File: src/rtl/m_op_seq.sv
// Purpose: queues ALU instructions and issues each one (rep+1) times to the ALU, dropping DIV by zero.
// Latency: an instruction pushed into an empty, idle block appears on the outputs one edge after its push edge.
// Backpressure: in_ready drops when the queue is full; stall holds issue while pushes continue.
module m_op_seq #(
  parameter int         DEPTH   = 4,
  parameter logic [2:0] IDLE_OP = 3'b011,
  parameter logic [2:0] DIV_OP  = 3'b101
) (
  input  logic                    clk,
  input  logic                    reset,
  input  logic                    clear,
  input  logic [12:0]             in_instr,
  input  logic                    in_valid,
  output logic                    in_ready,
  input  logic                    stall,
  output logic [2:0]              operation,
  output logic [7:0]              data,
  output logic                    issue_valid,
  output logic                    busy,
  output logic                    div0_err,
  output logic [$clog2(DEPTH):0]  level
);

  localparam int AW = $clog2(DEPTH);
  localparam int LW = AW + 1;
  localparam logic [LW-1:0] FULL = LW'(DEPTH);

  // Instruction storage; contents are don't-care until written, so no reset.
  logic [12:0]   mem [DEPTH];
  logic [AW-1:0] wptr;
  logic [AW-1:0] rptr;

  // Remaining reissues of the instruction currently held, plus its opcode/operand.
  // Kept apart from operation/data because a stall idles the outputs mid-repeat.
  logic [1:0]    rem;
  logic [2:0]    hold_op;
  logic [7:0]    hold_dat;

  logic [12:0]   head;
  logic [1:0]    head_rep;
  logic [2:0]    head_op;
  logic [7:0]    head_dat;
  logic          push;
  logic          pop;
  logic          head_div0;

  assign head      = mem[rptr];
  assign head_rep  = head[12:11];
  assign head_op   = head[10:8];
  assign head_dat  = head[7:0];
  assign head_div0 = (head_op == DIV_OP) && (head_dat == 8'h00);

  // Full check looks at level only: a same-cycle pop never frees a slot for a push.
  assign in_ready = (level != FULL);
  assign push     = in_valid && in_ready && !clear;
  // The head is only taken once the current instruction has finished repeating.
  assign pop      = !clear && !stall && (rem == 2'd0) && (level != '0);
  assign busy     = (level != '0) || (rem != 2'd0);

  // Queue write port.
  always_ff @(posedge clk) begin
    if (push) begin
      mem[wptr] <= in_instr;
    end
  end

  // Queue pointers, occupancy and the issue sequencer with registered ALU outputs.
  always_ff @(posedge clk or posedge reset) begin
    if (reset) begin
      wptr        <= '0;
      rptr        <= '0;
      level       <= '0;
      rem         <= 2'd0;
      hold_op     <= IDLE_OP;
      hold_dat    <= 8'h00;
      operation   <= IDLE_OP;
      data        <= 8'h00;
      issue_valid <= 1'b0;
      div0_err    <= 1'b0;
    end else if (clear) begin
      wptr        <= '0;
      rptr        <= '0;
      level       <= '0;
      rem         <= 2'd0;
      operation   <= IDLE_OP;
      data        <= 8'h00;
      issue_valid <= 1'b0;
      div0_err    <= 1'b0;
    end else begin
      if (push) begin
        wptr <= wptr + AW'(1);
      end
      if (pop) begin
        rptr <= rptr + AW'(1);
      end
      level <= level + LW'(push) - LW'(pop);

      if (stall) begin
        operation   <= IDLE_OP;
        data        <= 8'h00;
        issue_valid <= 1'b0;
      end else if (rem != 2'd0) begin
        operation   <= hold_op;
        data        <= hold_dat;
        issue_valid <= 1'b1;
        rem         <= rem - 2'd1;
      end else if (level != '0) begin
        if (head_div0) begin
          // Divide by zero: drop the instruction and flag it until the next clear.
          operation   <= IDLE_OP;
          data        <= 8'h00;
          issue_valid <= 1'b0;
          div0_err    <= 1'b1;
          rem         <= 2'd0;
        end else begin
          operation   <= head_op;
          data        <= head_dat;
          issue_valid <= 1'b1;
          hold_op     <= head_op;
          hold_dat    <= head_dat;
          rem         <= head_rep;
        end
      end else begin
        operation   <= IDLE_OP;
        data        <= 8'h00;
        issue_valid <= 1'b0;
      end
    end
  end

endmodule

File: config.mk
export PLATFORM = sky130hd
export DESIGN_NAME = m_op_seq
export DESIGN_NICKNAME = d
export VERILOG_FILES = /design/src/rtl/m_op_seq.sv
export SDC_FILE = /design/constraint.sdc
export NUM_CORES = 1
export LEC_CHECK = 0
export BUFFER_PORTS_ARGS = -buffer_cell sky130_fd_sc_hd__buf_4
export CORE_MARGIN = 8
export CORE_UTILIZATION = 45
export CTS_BUF_LIST = sky130_fd_sc_hd__clkbuf_8
export DETAILED_ROUTE_END_ITERATION = 10
export PLACE_DENSITY = 0.67
export SYNTH_ARGS = -nofsm -noshare
export SYNTH_HDL_FRONTEND = slang
export SYNTH_SLANG_ARGS = --single-unit
export TNS_END_PERCENT = 1
File: constraint.sdc
create_clock -name clk -period 7.1 [get_ports clk]
set_clock_uncertainty 0.2 [all_clocks]
set_input_delay 0 -clock clk [delete_from_list [all_inputs] [get_ports clk]]
set_output_delay 0 -clock clk [all_outputs]
set_load 0.02 [all_outputs]
Word level (Yosys, flattened, before mapping) --
Memory sizes are Yosys's and may differ from the RTL's. Index checks and enable logic that the tools add are counted. Widths: inputs -> output; s select.
Word-level totals: register bits after elaboration 33, RAM bits 52, input bits 18, output and inout port bits 18, memories 1
Cells by class: $add $sub $neg 5, eq/ne operators 4, multiplexer cells 32, bitwise gates (word level) 4, reductions and logical operators 21
Memories:
- mem | words 4, bits a word 13, rd ports 1, clocked after Yosys merged registers in 0, wr ports 1, line 29 | logic [12:0] mem [DEPTH];
Operators by type and width (count):
- $mux 8 | 5
- $mux 2 | 9
- $mux 3 | 6
- $mux 1 | 12
- $reduce_bool 2->1 | 5
- $logic_not 8->1 | 1
- $logic_and 1x1->1 | 6
- $reduce_bool 3->1 | 2
- $reduce_and 5->1 | 1
- $add 2x1->2 const B | 2
- $ne 2x2->1 const B | 2
- $not 1->1 | 4
- $reduce_and 4->1 | 1
- $add 3x1->3 | 1
- $eq 3x3->1 const B | 1
- $ne 3x3->1 const B | 1
- $sub 3x1->3 | 1
- $logic_not 1->1 | 2
- $logic_not 2->1 | 1
- $reduce_and 2->1 | 1
- $sub 2x1->2 const B | 1
- $logic_or 1x1->1 | 1

Depth between registers and ports, before layout --
An unclocked memory read counts as a cell.
depth in word-level cells 8, depth in mapped cells 12, depth with buffers taken out 12

Least setup slack after synthesis --
Ideal clock, no wire load.
path type register to register, from register level[1], to register level[2], setup time 0.132 ns, arrival time 2.502 ns, required time 6.768 ns, setup slack 4.267 ns, stages on the path, launching flop included 13, buffers on the path 1, clock period less this slack 2.833 ns, cell sequence dfrtp_1 -> or3_1 -> nand3_1 -> inv_1 -> clkbuf_1 -> ha_1 -> inv_1 -> ha_1 -> inv_1 -> fa_1 -> xor2_1 -> xnor2_1 -> nor2_1
Between the ends: cells in the longest elaborated chain, start to end 6, elaborated cells on any way between the ends 8, classes of those cells add/sub (2); eq/ne (1); mux (1); reduce/logical (4)
RTL lines:
- start, declared | line 21 | output logic [$clog2(DEPTH):0] level
- start signal, assigned | line 96 | level <= level + LW'(push) - LW'(pop);
- $ne 3x3->1 | line 54 | assign in_ready = (level != FULL);
- $logic_and 1x1->1 (2 in a row) | line 55 | assign push = in_valid && in_ready && !clear;
- $add 3x1->3 | line 96
- $sub 3x1->3 * | line 96
- $mux 3 * | line 80 | end else if (clear) begin
Every way passes the cells marked *; elsewhere a longest branch is shown, timed or not. A chain may end at the register's enable or synchronous reset.

Worst setup path in the final report --
from register rem[0], to register level[2]
Between the ends: cells in the longest elaborated chain, start to end 5
RTL lines:
- start, declared | line 35 | logic [1:0] rem;
- start signal, assigned | line 106 | rem <= rem - 2'd1;
- start signal, assigned | line 121 | rem <= head_rep;
- $logic_not 2->1 | line 57 | assign pop = !clear && !stall && (rem == 2'd0) && (level != '0);
- $logic_and 1x1->1 (2 in a row) | line 57
- $sub 3x1->3 | line 96
- $mux 3 | line 80
No other way between the ends.

==> Implementation_results.wiki <==
{| class="wikitable"
! Metric !! Value
|-
| Count of final max-slew check failures || 0
|-
| Kind of end point of the critical path || flip-flop
|-
| Highest-count cells in the layout ignoring fill and taps || edfxtp_1, buf_4, dfrtp_1
|-
| Count of buffers inserted at the top-level ports || 35
|-
| Crit share post-route || 0.4196
|-
| Overall overflow remaining after global route || 0
|-
| Root Buffer Master || clkbuf_8
|-
| Flop and latch count out of synthesis || 85
|-
| Weighted congestion at the end of routability-driven global placement || 0.7770
|-
| Count of buffers added by post-CTS timing repair for setup || 0
|-
| Power density over cell area || 311.3 nW/µm²
|-
| Cells along the critical path || nor2_1, nand3_1, inv_1, ha_1, inv_1, ha_1, inv_1, fa_1, xor2_1, xnor2_1, nor2_1
|-
| Post-synthesis async set-or-reset flop share || 0.3882
|-
| Floorplan row count || 32
|-
| Number of synthesis warnings || 0
|-
| WP data arrival || slightly above 3 ns
|-
| Final net count || 294
|-
| DRT Pass-1 Iters || 4
|-
| Setup CP Type || reg2reg
|-
| Number of sinks on the clock net || 85
|-
| Highest Signal Layer || met4
|-
| Number of buffers between clock root and the deepest sink || 2
|-
| Total die area || 10,680 µm²
|-
| Number of cells traversed by the worst register-to-register path || 11
|-
| Top-level I/O count || 36
|-
| Proportion of netlist area held by the largest area contributor || 0.4548
|-
| CTS H-tree depth || 3
|-
| Leak || 1.689 nW
|-
| Via Count || around 1,800
|-
| Remaining antenna violation count || 0
|-
| Vias in the first global route || 1,911
|-
| Leading cell type in the layout, fill and taps excluded || edfxtp_1
|-
| Minimum clock period || 2.979 ns
|-
| Biggest area consumer among synthesized cells || edfxtp_1
|-
| Horizontal extent of the die || 103.3 µm
|-
| Initial antenna violation count || 0
|-
| Most instantiated flip-flop cell in the synthesis netlist || edfxtp_1
|-
| Wl on met1 || ~2600 µm
|-
| Number of hold violations in the final report || 0
|-
| Overall routed net length || approximately 5800 µm
|-
| Length of routed met3 wiring || 244 µm
|-
| Number of different library cells in the post-synthesis netlist || 38
|-
| Worst hold path type || in2async
|-
| First-pass GRT wire length || 9480 µm
|-
| Vias per cell || approximately 4.8
|-
| DRC violation count after routing || 0
|-
| Required @ worst endpoint || 7.15 ns
|-
| Post-route core utilization || 0.5480
|-
| Syn-to-layout area delta || 20.77%
|-
| Worst slew margin relative to its limit || 0.3654
|-
| Number of maximum-capacitance violations || 0
|-
| Worst-path fanout max || 13
|-
| Slew of the pin with the lowest slew margin || 0.9447 ns
|-
| Starting density of the core || 0.4537
|-
| Count of mapped cells out of synthesis || 211
|-
| TritonCTS clock tree || built
|-
| Worst-path clk slew || around 0.08 ns
|-
| TritonCTS buffer count || 9
|-
| Fmax achieved || 0.3357 GHz
|-
| Worst-path cell with the longest stage delay || dfrtp_1
|-
| Share of post-route cells with drive strength above 1 || 0.2518
|-
| Source-to-sink clock delay at the later pin of the worst-skew pair || 0.35 ns
|-
| Post-Synthesis Cell Area || 3433 µm²
|-
| Final setup vio count || 0
|-
| Antenna diode instance count || 0
|-
| Share of the yosys chip area belonging to registers || 0.6968
|-
| Total length of routed met2 wires || approximately 2800 µm
|-
| Avg WL per Cell || 15.32 µm
|-
| Mean post-synth cell area || about 16 µm²
|-
| DRC violation total after the first TritonRoute iteration || 74
|-
| Core Region || 7567 µm²
|-
| Pin count of the biggest net entering global routing || 34
|-
| Critical Path Max Stage Delay || roughly 0.44 ns
|-
| Most Frequent Cell on Critical Path || inv_1
|-
| Type of origin of the critical path || flip-flop
|-
| Total half-perimeter wirelength after legalization and detailed placement || ~3800 µm
|-
| Worst hold slack after final layout || 0.08198 ns
|-
| Synth top area cells || edfxtp_1, dfrtp_1, mux4_1
|-
| Number of enable flip-flop cells after synthesis || 52
|-
| Overall Power || 1.291 mW
|-
| Status || finished, final reports clean
|-
| Summed negative setup slack over all endpoints || 0 ns
|-
| Net count of the mapped netlist || 236
|-
| Floorplan die height || 103.3 µm
|-
| Worst supply voltage drop on vdd || 151.5 µV
|-
| Unrepaired setup endpoints after global routing || false
|-
| Global Route Usage Sum || 0.1202
|}
[flip-flops by register name, indices dropped and copies added (netlist names)]
register / count
hold_op: 3
div0_err: 1
level: 3
rem: 2
mem: 52
operation: 3
data: 8
hold_dat: 8
wptr: 2
rptr: 2
issue_valid: 1
[power by group]
group | total (mW) | switching [mW] | leakage (nW) | internal (mW)
clock | 0.338 | 0.174 | 0.104 | 0.164
sequential | 0.656 | 0.0504 | 0.897 | 0.606
combinational | 0.296 | 0.154 | 0.689 | 0.142
total | 1.29 | 0.379 | 1.69 | 0.912
[kinds of logic after synthesis]
| logic type | share of synthesized area |
|---|---|
| buffers and inverters | 0.03426 |
| muxes | 0.1133 |
| DFF | 0.6968 |
| xor gates and xnor gates | 0.01021 |
| and+or+nand+nor | 0.08382 |
| AOI/OAI and AO/OA | 0.03389 |
| adders and majority gates | 0.02770 |
[metal layers]
metal	vias up	track usage
met5	-	0
met1	876	0.1477
met2	34	0.1884
li1	889	-
met4	0	0.07675
met3	12	0.02677
[cell type report]
type,count,area (µm²)
Fill cell,632,3421
Sequential cell,85,2392
Multi-Input combinational cell,103,923.4
Timing Repair Buffer,53,440.4
Tap cell,102,127.6
Clock buffer,9,123.9
Clock inverter,7,75.07
Inverter,17,63.81
[repair_timing]
item	4_1_cts	5_1_grt
gates resized for setup	0	0
hold endpoints to repair	107	0
hold buffers	17	0
[metrics by stage]
step	cell area [µm²]	std cells	setup slack (ns)
floorplan	3433	211	4.267
global placement	3777	343	4.161
detailed placement	3777	343	4.086
CTS	4146	376	4.069
global route	4146	376	3.844
finish	4146	376	4.121
[worst paths after layout]
kind	from	to	slack [ns]
min in group clk	in_instr[4]	mem[1][4]$_DFFE_PP_	0.19
hold / removal	reset	level[2]$_DFF_PP0_	0.08
max in group asynchronous	reset	hold_op[0]$_DFFE_PP1P_	6.29
hold reg to reg	hold_dat[6]$_DFFE_PP0P_	data[6]$_DFF_PP0_	0.28
setup / recovery	rem[0]$_DFFE_PP0P_	level[2]$_DFF_PP0_	4.12
setup reg to reg	rem[0]$_DFFE_PP0P_	level[2]$_DFF_PP0_	4.12
[cells in the mapped netlist, types with 3 or more instances]
cell      instances
a21oi_1           4
ha_1              6
and2_1            4
edfxtp_1         52
mux2_2            4
inv_1            17
dfstp_2           4
dfrtp_1          29
xnor2_1           3
nor2_1            8
mux4_1           11
nand2_1          27
o21ai_0           9
nand3_1           3
[critical path: cells and delay by family (launching register included)]
family                   cells  cell delay, ns
XOR/XNOR                     2            0.30
adder cells (fa/ha/maj)      3            0.80
buffers and inverters        3            0.47
flip-flops                   1            0.44
AND/OR/NAND/NOR              3            0.68
No activity file was read; power rests on OpenSTA's default activity.
